==> config.mk <==
export PLATFORM = sky130hd
export DESIGN_NAME = crc_arb_seq
export DESIGN_NICKNAME = d
export VERILOG_FILES = /design/src/rtl/crc_arb_seq_pkg.sv /design/src/rtl/crc_arb_seq_crc_step.sv /design/src/rtl/crc_arb_seq.sv
export SDC_FILE = /design/constraint.sdc
export NUM_CORES = 1
export LEC_CHECK = 0
export ABC_AREA = 1
export CAP_MARGIN = 20
export CORE_ASPECT_RATIO = 1.1
export CORE_MARGIN = 8
export CORE_UTILIZATION = 30
export CTS_BUF_LIST = sky130_fd_sc_hd__clkbuf_8
export CTS_CLUSTER_SIZE = 24
export DETAILED_ROUTE_END_ITERATION = 8
export PLACE_DENSITY = 0.51
export SETUP_SLACK_MARGIN = 0.15
export SLEW_MARGIN = 25
export SYNTH_ARGS = -nofsm -noshare
export SYNTH_HDL_FRONTEND = slang
export SYNTH_SLANG_ARGS = --single-unit
==> constraint.sdc <==
create_clock -name i_clk -period 1.65 [get_ports i_clk]
set_input_delay 0.495 -clock i_clk [delete_from_list [all_inputs] [get_ports i_clk]]
set_output_delay 0.495 -clock i_clk [all_outputs]
set_load 0.05 [all_outputs]
==> src/rtl/crc_arb_seq_pkg.sv <==
// Shared types and sizing helpers for the two-port CRC arbiter/sequencer.
package crc_arb_seq_pkg;

    typedef enum logic [1:0] {
        ST_IDLE  = 2'd0,
        ST_SHIFT = 2'd1,
        ST_DONE  = 2'd2
    } state_t;

    // Codeword length: data bits followed by the CRC field (poly width minus one).
    function automatic int crc_len(input int wcode, input int wpoly);
        return wcode + wpoly - 1;
    endfunction

endpackage

==> src/rtl/crc_arb_seq_crc_step.sv <==
// One bit of MSB-first polynomial division. Purely combinational.
module crc_step #(
    parameter int WPOLY = 4
) (
    input  logic [WPOLY-2:0] rem,
    input  logic             code_bit,
    input  logic [WPOLY-1:0] poly,
    output logic [WPOLY-2:0] rem_next
);

    // The polynomial MSB is implicitly 1 and is absorbed by the shift-out of rem's top bit.
    logic unused_poly_msb;
    assign unused_poly_msb = poly[WPOLY-1];

    // Shift in the next codeword bit, subtract the generator when a 1 falls off the top.
    always_comb begin
        rem_next = {rem[WPOLY-3:0], code_bit};
        if (rem[WPOLY-2]) begin
            rem_next = rem_next ^ poly[WPOLY-2:0];
        end
    end

endmodule

==> src/rtl/crc_arb_seq.sv <==
// Two-port round-robin CRC generate/check sequencer.
//
// state    | meaning
// ---------+------------------------------------------------------------
// ST_IDLE  | offering o_ready to the arbitration winner, waiting for a request
// ST_SHIFT | dividing the latched codeword, one bit per cycle, MSB first
// ST_DONE  | result presented, held until the consumer accepts it
module crc_arb_seq
    import crc_arb_seq_pkg::*;
#(
    parameter int WCODE = 5,
    parameter int WPOLY = 4
) (
    input  logic             i_clk,
    input  logic             i_rst_n,
    input  logic [WPOLY-1:0] i_poly,
    input  logic [1:0]       i_valid,
    output logic [1:0]       o_ready,
    input  logic [WCODE-1:0] i_data0,
    input  logic [WCODE-1:0] i_data1,
    input  logic [WPOLY-2:0] i_crc0,
    input  logic [WPOLY-2:0] i_crc1,
    input  logic [1:0]       i_chk,
    output logic             o_res_valid,
    input  logic             i_res_ready,
    output logic             o_res_id,
    output logic [WPOLY-2:0] o_res_crc,
    output logic             o_res_err
);

    localparam int LEN  = crc_len(WCODE, WPOLY);
    localparam int CW   = $clog2(LEN + 1);
    localparam int WCRC = WPOLY - 1;
    localparam logic [CW-1:0] CNT_LAST = CW'(LEN - 1);

    state_t           state_q;
    logic [LEN-1:0]   code_q;
    logic [WPOLY-1:0] poly_q;
    logic [WCRC-1:0]  rem_q;
    logic [WCRC-1:0]  rem_nxt;
    logic [CW-1:0]    cnt_q;
    logic             id_q;
    logic             chk_q;
    logic             last_q;

    logic             sel;
    logic             accept;
    logic             chk_sel;
    logic [WCODE-1:0] data_sel;
    logic [WCRC-1:0]  crc_field;

    // Round-robin pick: a lone requester wins, otherwise the port not granted last time.
    always_comb begin
        sel = ~last_q;
        if (i_valid == 2'b01) begin
            sel = 1'b0;
        end else if (i_valid == 2'b10) begin
            sel = 1'b1;
        end
    end

    // Ready is gated by reset so nothing is offered while the block is held in reset.
    assign o_ready   = (state_q == ST_IDLE && i_rst_n) ? (sel ? 2'b10 : 2'b01) : 2'b00;
    assign accept    = |(i_valid & o_ready);
    assign data_sel  = sel ? i_data1 : i_data0;
    assign chk_sel   = i_chk[sel];
    // Generate mode divides data followed by zeros, so the incoming CRC field is ignored.
    assign crc_field = chk_sel ? (sel ? i_crc1 : i_crc0) : '0;

    crc_step #(.WPOLY(WPOLY)) u_step (
        .rem      (rem_q),
        .code_bit (code_q[LEN-1]),
        .poly     (poly_q),
        .rem_next (rem_nxt)
    );

    // Sequencer: latch the granted request, shift LEN bits, hold the result until taken.
    always_ff @(posedge i_clk or negedge i_rst_n) begin
        if (!i_rst_n) begin
            state_q <= ST_IDLE;
            code_q  <= '0;
            poly_q  <= '0;
            rem_q   <= '0;
            cnt_q   <= '0;
            id_q    <= 1'b0;
            chk_q   <= 1'b0;
            last_q  <= 1'b1;
        end else begin
            case (state_q)
                ST_IDLE: begin
                    if (accept) begin
                        code_q  <= {data_sel, crc_field};
                        poly_q  <= i_poly;
                        id_q    <= sel;
                        chk_q   <= chk_sel;
                        rem_q   <= '0;
                        cnt_q   <= '0;
                        last_q  <= sel;
                        state_q <= ST_SHIFT;
                    end
                end
                ST_SHIFT: begin
                    rem_q  <= rem_nxt;
                    code_q <= {code_q[LEN-2:0], 1'b0};
                    cnt_q  <= cnt_q + CW'(1);
                    if (cnt_q == CNT_LAST) begin
                        state_q <= ST_DONE;
                    end
                end
                ST_DONE: begin
                    if (i_res_ready) begin
                        state_q <= ST_IDLE;
                    end
                end
                default: state_q <= ST_IDLE;
            endcase
        end
    end

    // Result outputs are forced to zero whenever no result is being presented.
    assign o_res_valid = (state_q == ST_DONE);
    assign o_res_crc   = o_res_valid ? rem_q : '0;
    assign o_res_err   = o_res_valid & chk_q & (|rem_q);
    assign o_res_id    = o_res_valid & id_q;

endmodule

==> reports/summary.md <==
The width of the die was 78.7 µm. The share of the core filled with cells is 48.8%, and the total inserted antenna cells is 0. The count of unresolved DRC violations after routing is 0, and the mean cell area of the mapped netlist is 7.41 µm². The die is 84.9 µm tall.

For the number of levels in the clock H-tree, the log shows 1. The run finished, with violations left. For this run the aggregate overflow at the end of global routing stands at 0. The number of clock sinks was 23; the final hold violation count was 0. The share of synthesized area in the top cell type comes to 42.5%.

Initial antenna violation count: 0. Area of the core: 4220 µm². Total power density per cell area: 1460 nW/µm². By area the synthesized netlist is led by sky130_fd_sc_hd__dfrtp_1 (42%), sky130_fd_sc_hd__nand2_1 (14%), sky130_fd_sc_hd__nand3_1 (9.3%). The design internal power is 0.00170 W, and the count of standard-cell rows is 25. The critical path arrival was 1280 ps; the net switching share of the total power was 43.7%. The share of total power dissipated in the clock network is 11.8%.

The number of buffers created by CTS was 3. Across the VDD grid, the largest voltage drop is 0.000615 V. The top-level I/O count came out at 35. The total of max-cap violations was 0. The worst setup path is launched from a flip-flop. For the upper clock frequency limit, the log shows 0.563 GHz. The final layout contains routed wiring with a total length of 3.53 mm. The checks that failed: negative setup slack. For the post-cts hold buffer count, the log shows 0. Setup repair after global routing could not meet its margin everywhere.

At the worst endpoint, the required time is 1150 ps. The cell at the root of the clock tree was sky130_fd_sc_hd__clkbuf_8. The first global-routing pass estimated 6.16 mm of wire. In the routed layout, each cell is associated on average with a via count of 4.70. The final RePlAce weighted congestion came out at 0.852. TritonCTS built the clock tree. Most area-hungry cell type in the Yosys netlist: sky130_fd_sc_hd__dfrtp_1. After detailed placement, the total cell area comes to 1910 µm². The tightest min-delay check is of the flip-flop to flip-flop type. Leaving out fill and tap cells, the most frequent cell in the layout is sky130_fd_sc_hd__nand2_1. The share of total power dissipated in combinational logic is 54.5%. Entering global routing, the biggest net connects 24 pins.

The buffer levels on the longest clock path came out at 2. The logs give 1400 for the number of global-route vias before repair and 271 for the cell total after placement. The number of buffers added on ports is 33.

Counting every instance in the synthesized netlist gives 175. The synthesized netlist occupies a cell area of 1300 µm². The logs give 0 for the count of pins over their slew limit and 1316 for the via count.

The finished layout holds 280 standard cells, fillers aside. After the first detailed-routing iteration, the DRC count stood at 61. The worst setup path is captured at an output port. Setup violations remaining at the end of the flow were counted as 8. Net total in the final layout: 255. The netlist uses 22 different library cells. In the layout the commonest cells are sky130_fd_sc_hd__nand2_1 (43), sky130_fd_sc_hd__inv_1 (23), sky130_fd_sc_hd__nand3_1 (23).

The sequential element share of the synthesized area was 44.5%; the transition time of the tightest slew-check pin was 393 ps. Along the worst path, the maximum fanout reaches 3. Floorplan die area: 6680 µm².

The area growth from synthesis to layout is 59.0%. Share of the clock period used by the worst path: 108%. The smallest clock period supported by the final layout is computed as 1780 ps. Registers are responsible for 33.7% of the overall power. Once detail routing completed, the nets flagged for antenna violations numbered 0.

The critical path in this run is classified as flip-flop to output port. The tools report the worst slew margin relative to its limit as 73.7%. The fraction of final layout cells with drive strength greater than 1 was 26.1%.

The final instance area was 2060 µm². The logs give 2.90 mm for the placed wire-length estimate and 270 ps for the source-to-sink clock delay at the later pin of the worst-skew pair. Once the floorplan was initialized, standard cells occupied 30.7% of the core.

The number of nets in the synthesized netlist was 203; the average wire per cell in the routed design was 12.6 µm. During synthesis, Yosys emitted a total of 0 warnings. In this run, synthesis produced a sequential element count of 23.

Across every metal layer, demand over resource in global routing totals 11.5%. The tools report the worst path setup slack after routing as -127 ps. The tools report the reported leakage power as 0.988 nW.

The clock skew is 7.42 ps, and the power dissipated by switching net loads is 0.00131 W. After clock tree synthesis, the clock-pin slew on the worst setup and hold paths is 90 ps. The first TritonRoute pass finished after 4 iterations.
final cells by class:
| class | count | area [µm²] |
|---|---|---|
| well taps | 54 | 67.6 |
| multi-input cells | 118 | 692 |
| inverters | 29 | 114 |
| clock inverters | 1 | 5.00 |
| clock buffers | 3 | 41.3 |
| flip-flops and latches | 23 | 579 |
| repair buffers | 52 | 562 |
| fillers | 429 | 2160 |
per-stage QoR:
stage	worst slack [ps]	total power (W)	hold slack (ps)	TNS, ps
after floorplan	-15.1	0.00202	199	-15.1
after global placement	-390	0.00249	454	-4130
after detailed placement	-421	0.00255	468	-4850
after CTS	-142	0.00303	479	-773
after global routing	-189	0.00330	497	-1170
final	-127	0.00301	478	-602
routing by layer:
metal  global-route usage [%]  up-vias  wire, µm
li1                         -      661         -
met1                     12.1      630      1470
met2                     20.7       21      1890
met3                     3.28        4       136
met4                     4.55        0        40
met5                        0        -         0
logic make-up after synthesis:
| family | count (synthesis) | share of synthesized area [%] |
|---|---|---|
| and+or+nand+nor | 95 | 34.3 |
| DFF | 23 | 44.5 |
| buffers and inverters | 34 | 11.4 |
| AOI/OAI and AO/OA | 22 | 8.88 |
| adders and majority gates | 1 | 0.965 |
what timing repair did:
action,in CTS,in global routing
gates cloned,0,0
pin swaps,8,2
endpoints found under the hold margin,0,0
resized for setup,19,4
buffers inserted,5,0
endpoints found under the setup margin,24,15
state kept, by name, summed over array words and instances, names as in the netlist:
signal,cells
chk_q,1
cnt_q,4
code_q,8
id_q,1
last_q,1
poly_q,3
rem_q,3
state_q,2
synth_stat cells (all sizes together):
master and n:
nor2 10, dfstp 1, and3 1, clkinv 1, inv 28, o21ai 14
nand4 1, a311oi 1, nand2 51, dfrtp 22, buf 5, nand3b 7
o22ai 1, ha 1, nand3 25, a21oi 6
worst max-delay path, cell delays in order, from the launching register on:
cell and delay, ps:
sky130_fd_sc_hd__dfstp_2 570, sky130_fd_sc_hd__nand2_4 60, sky130_fd_sc_hd__nand2_4 90, sky130_fd_sc_hd__nand2_4 60
sky130_fd_sc_hd__nor2_4 100, sky130_fd_sc_hd__buf_12 140
power groups by stage:
| stage | combinational (W) | sequential [W] | clock, W |
|---|---|---|---|
| 3_5_place_dp | 0.00152 | 0.00103 | 0 |
| 6_report | 0.00164 | 0.00101 | 0.000356 |
| 2_1_floorplan | 0.00103 | 0.000984 | 0 |
| 4_1_cts | 0.00165 | 0.00101 | 0.000371 |
| 3_3_place_gp | 0.00147 | 0.00102 | 0 |
| 5_1_grt | 0.00185 | 0.00105 | 0.000398 |
final timing paths:
| path | startpoint | to | slack, ps | depth (start not counted) |
|---|---|---|---|---|
| max reg2reg | last_q | chk_q | 250 | 8 |
| min in group asynchronous | i_rst_n | poly_q[0] | 530 | 3 |
| min | cnt_q[3] | cnt_q[3] | 480 | 1 |
| min reg2reg | cnt_q[3] | cnt_q[3] | 480 | 1 |
| max | last_q | o_ready[0] | -130 | 5 |
| max in group asynchronous | i_rst_n | last_q | 840 | 3 |
Note: power is estimated with default switching activity, not from simulation.
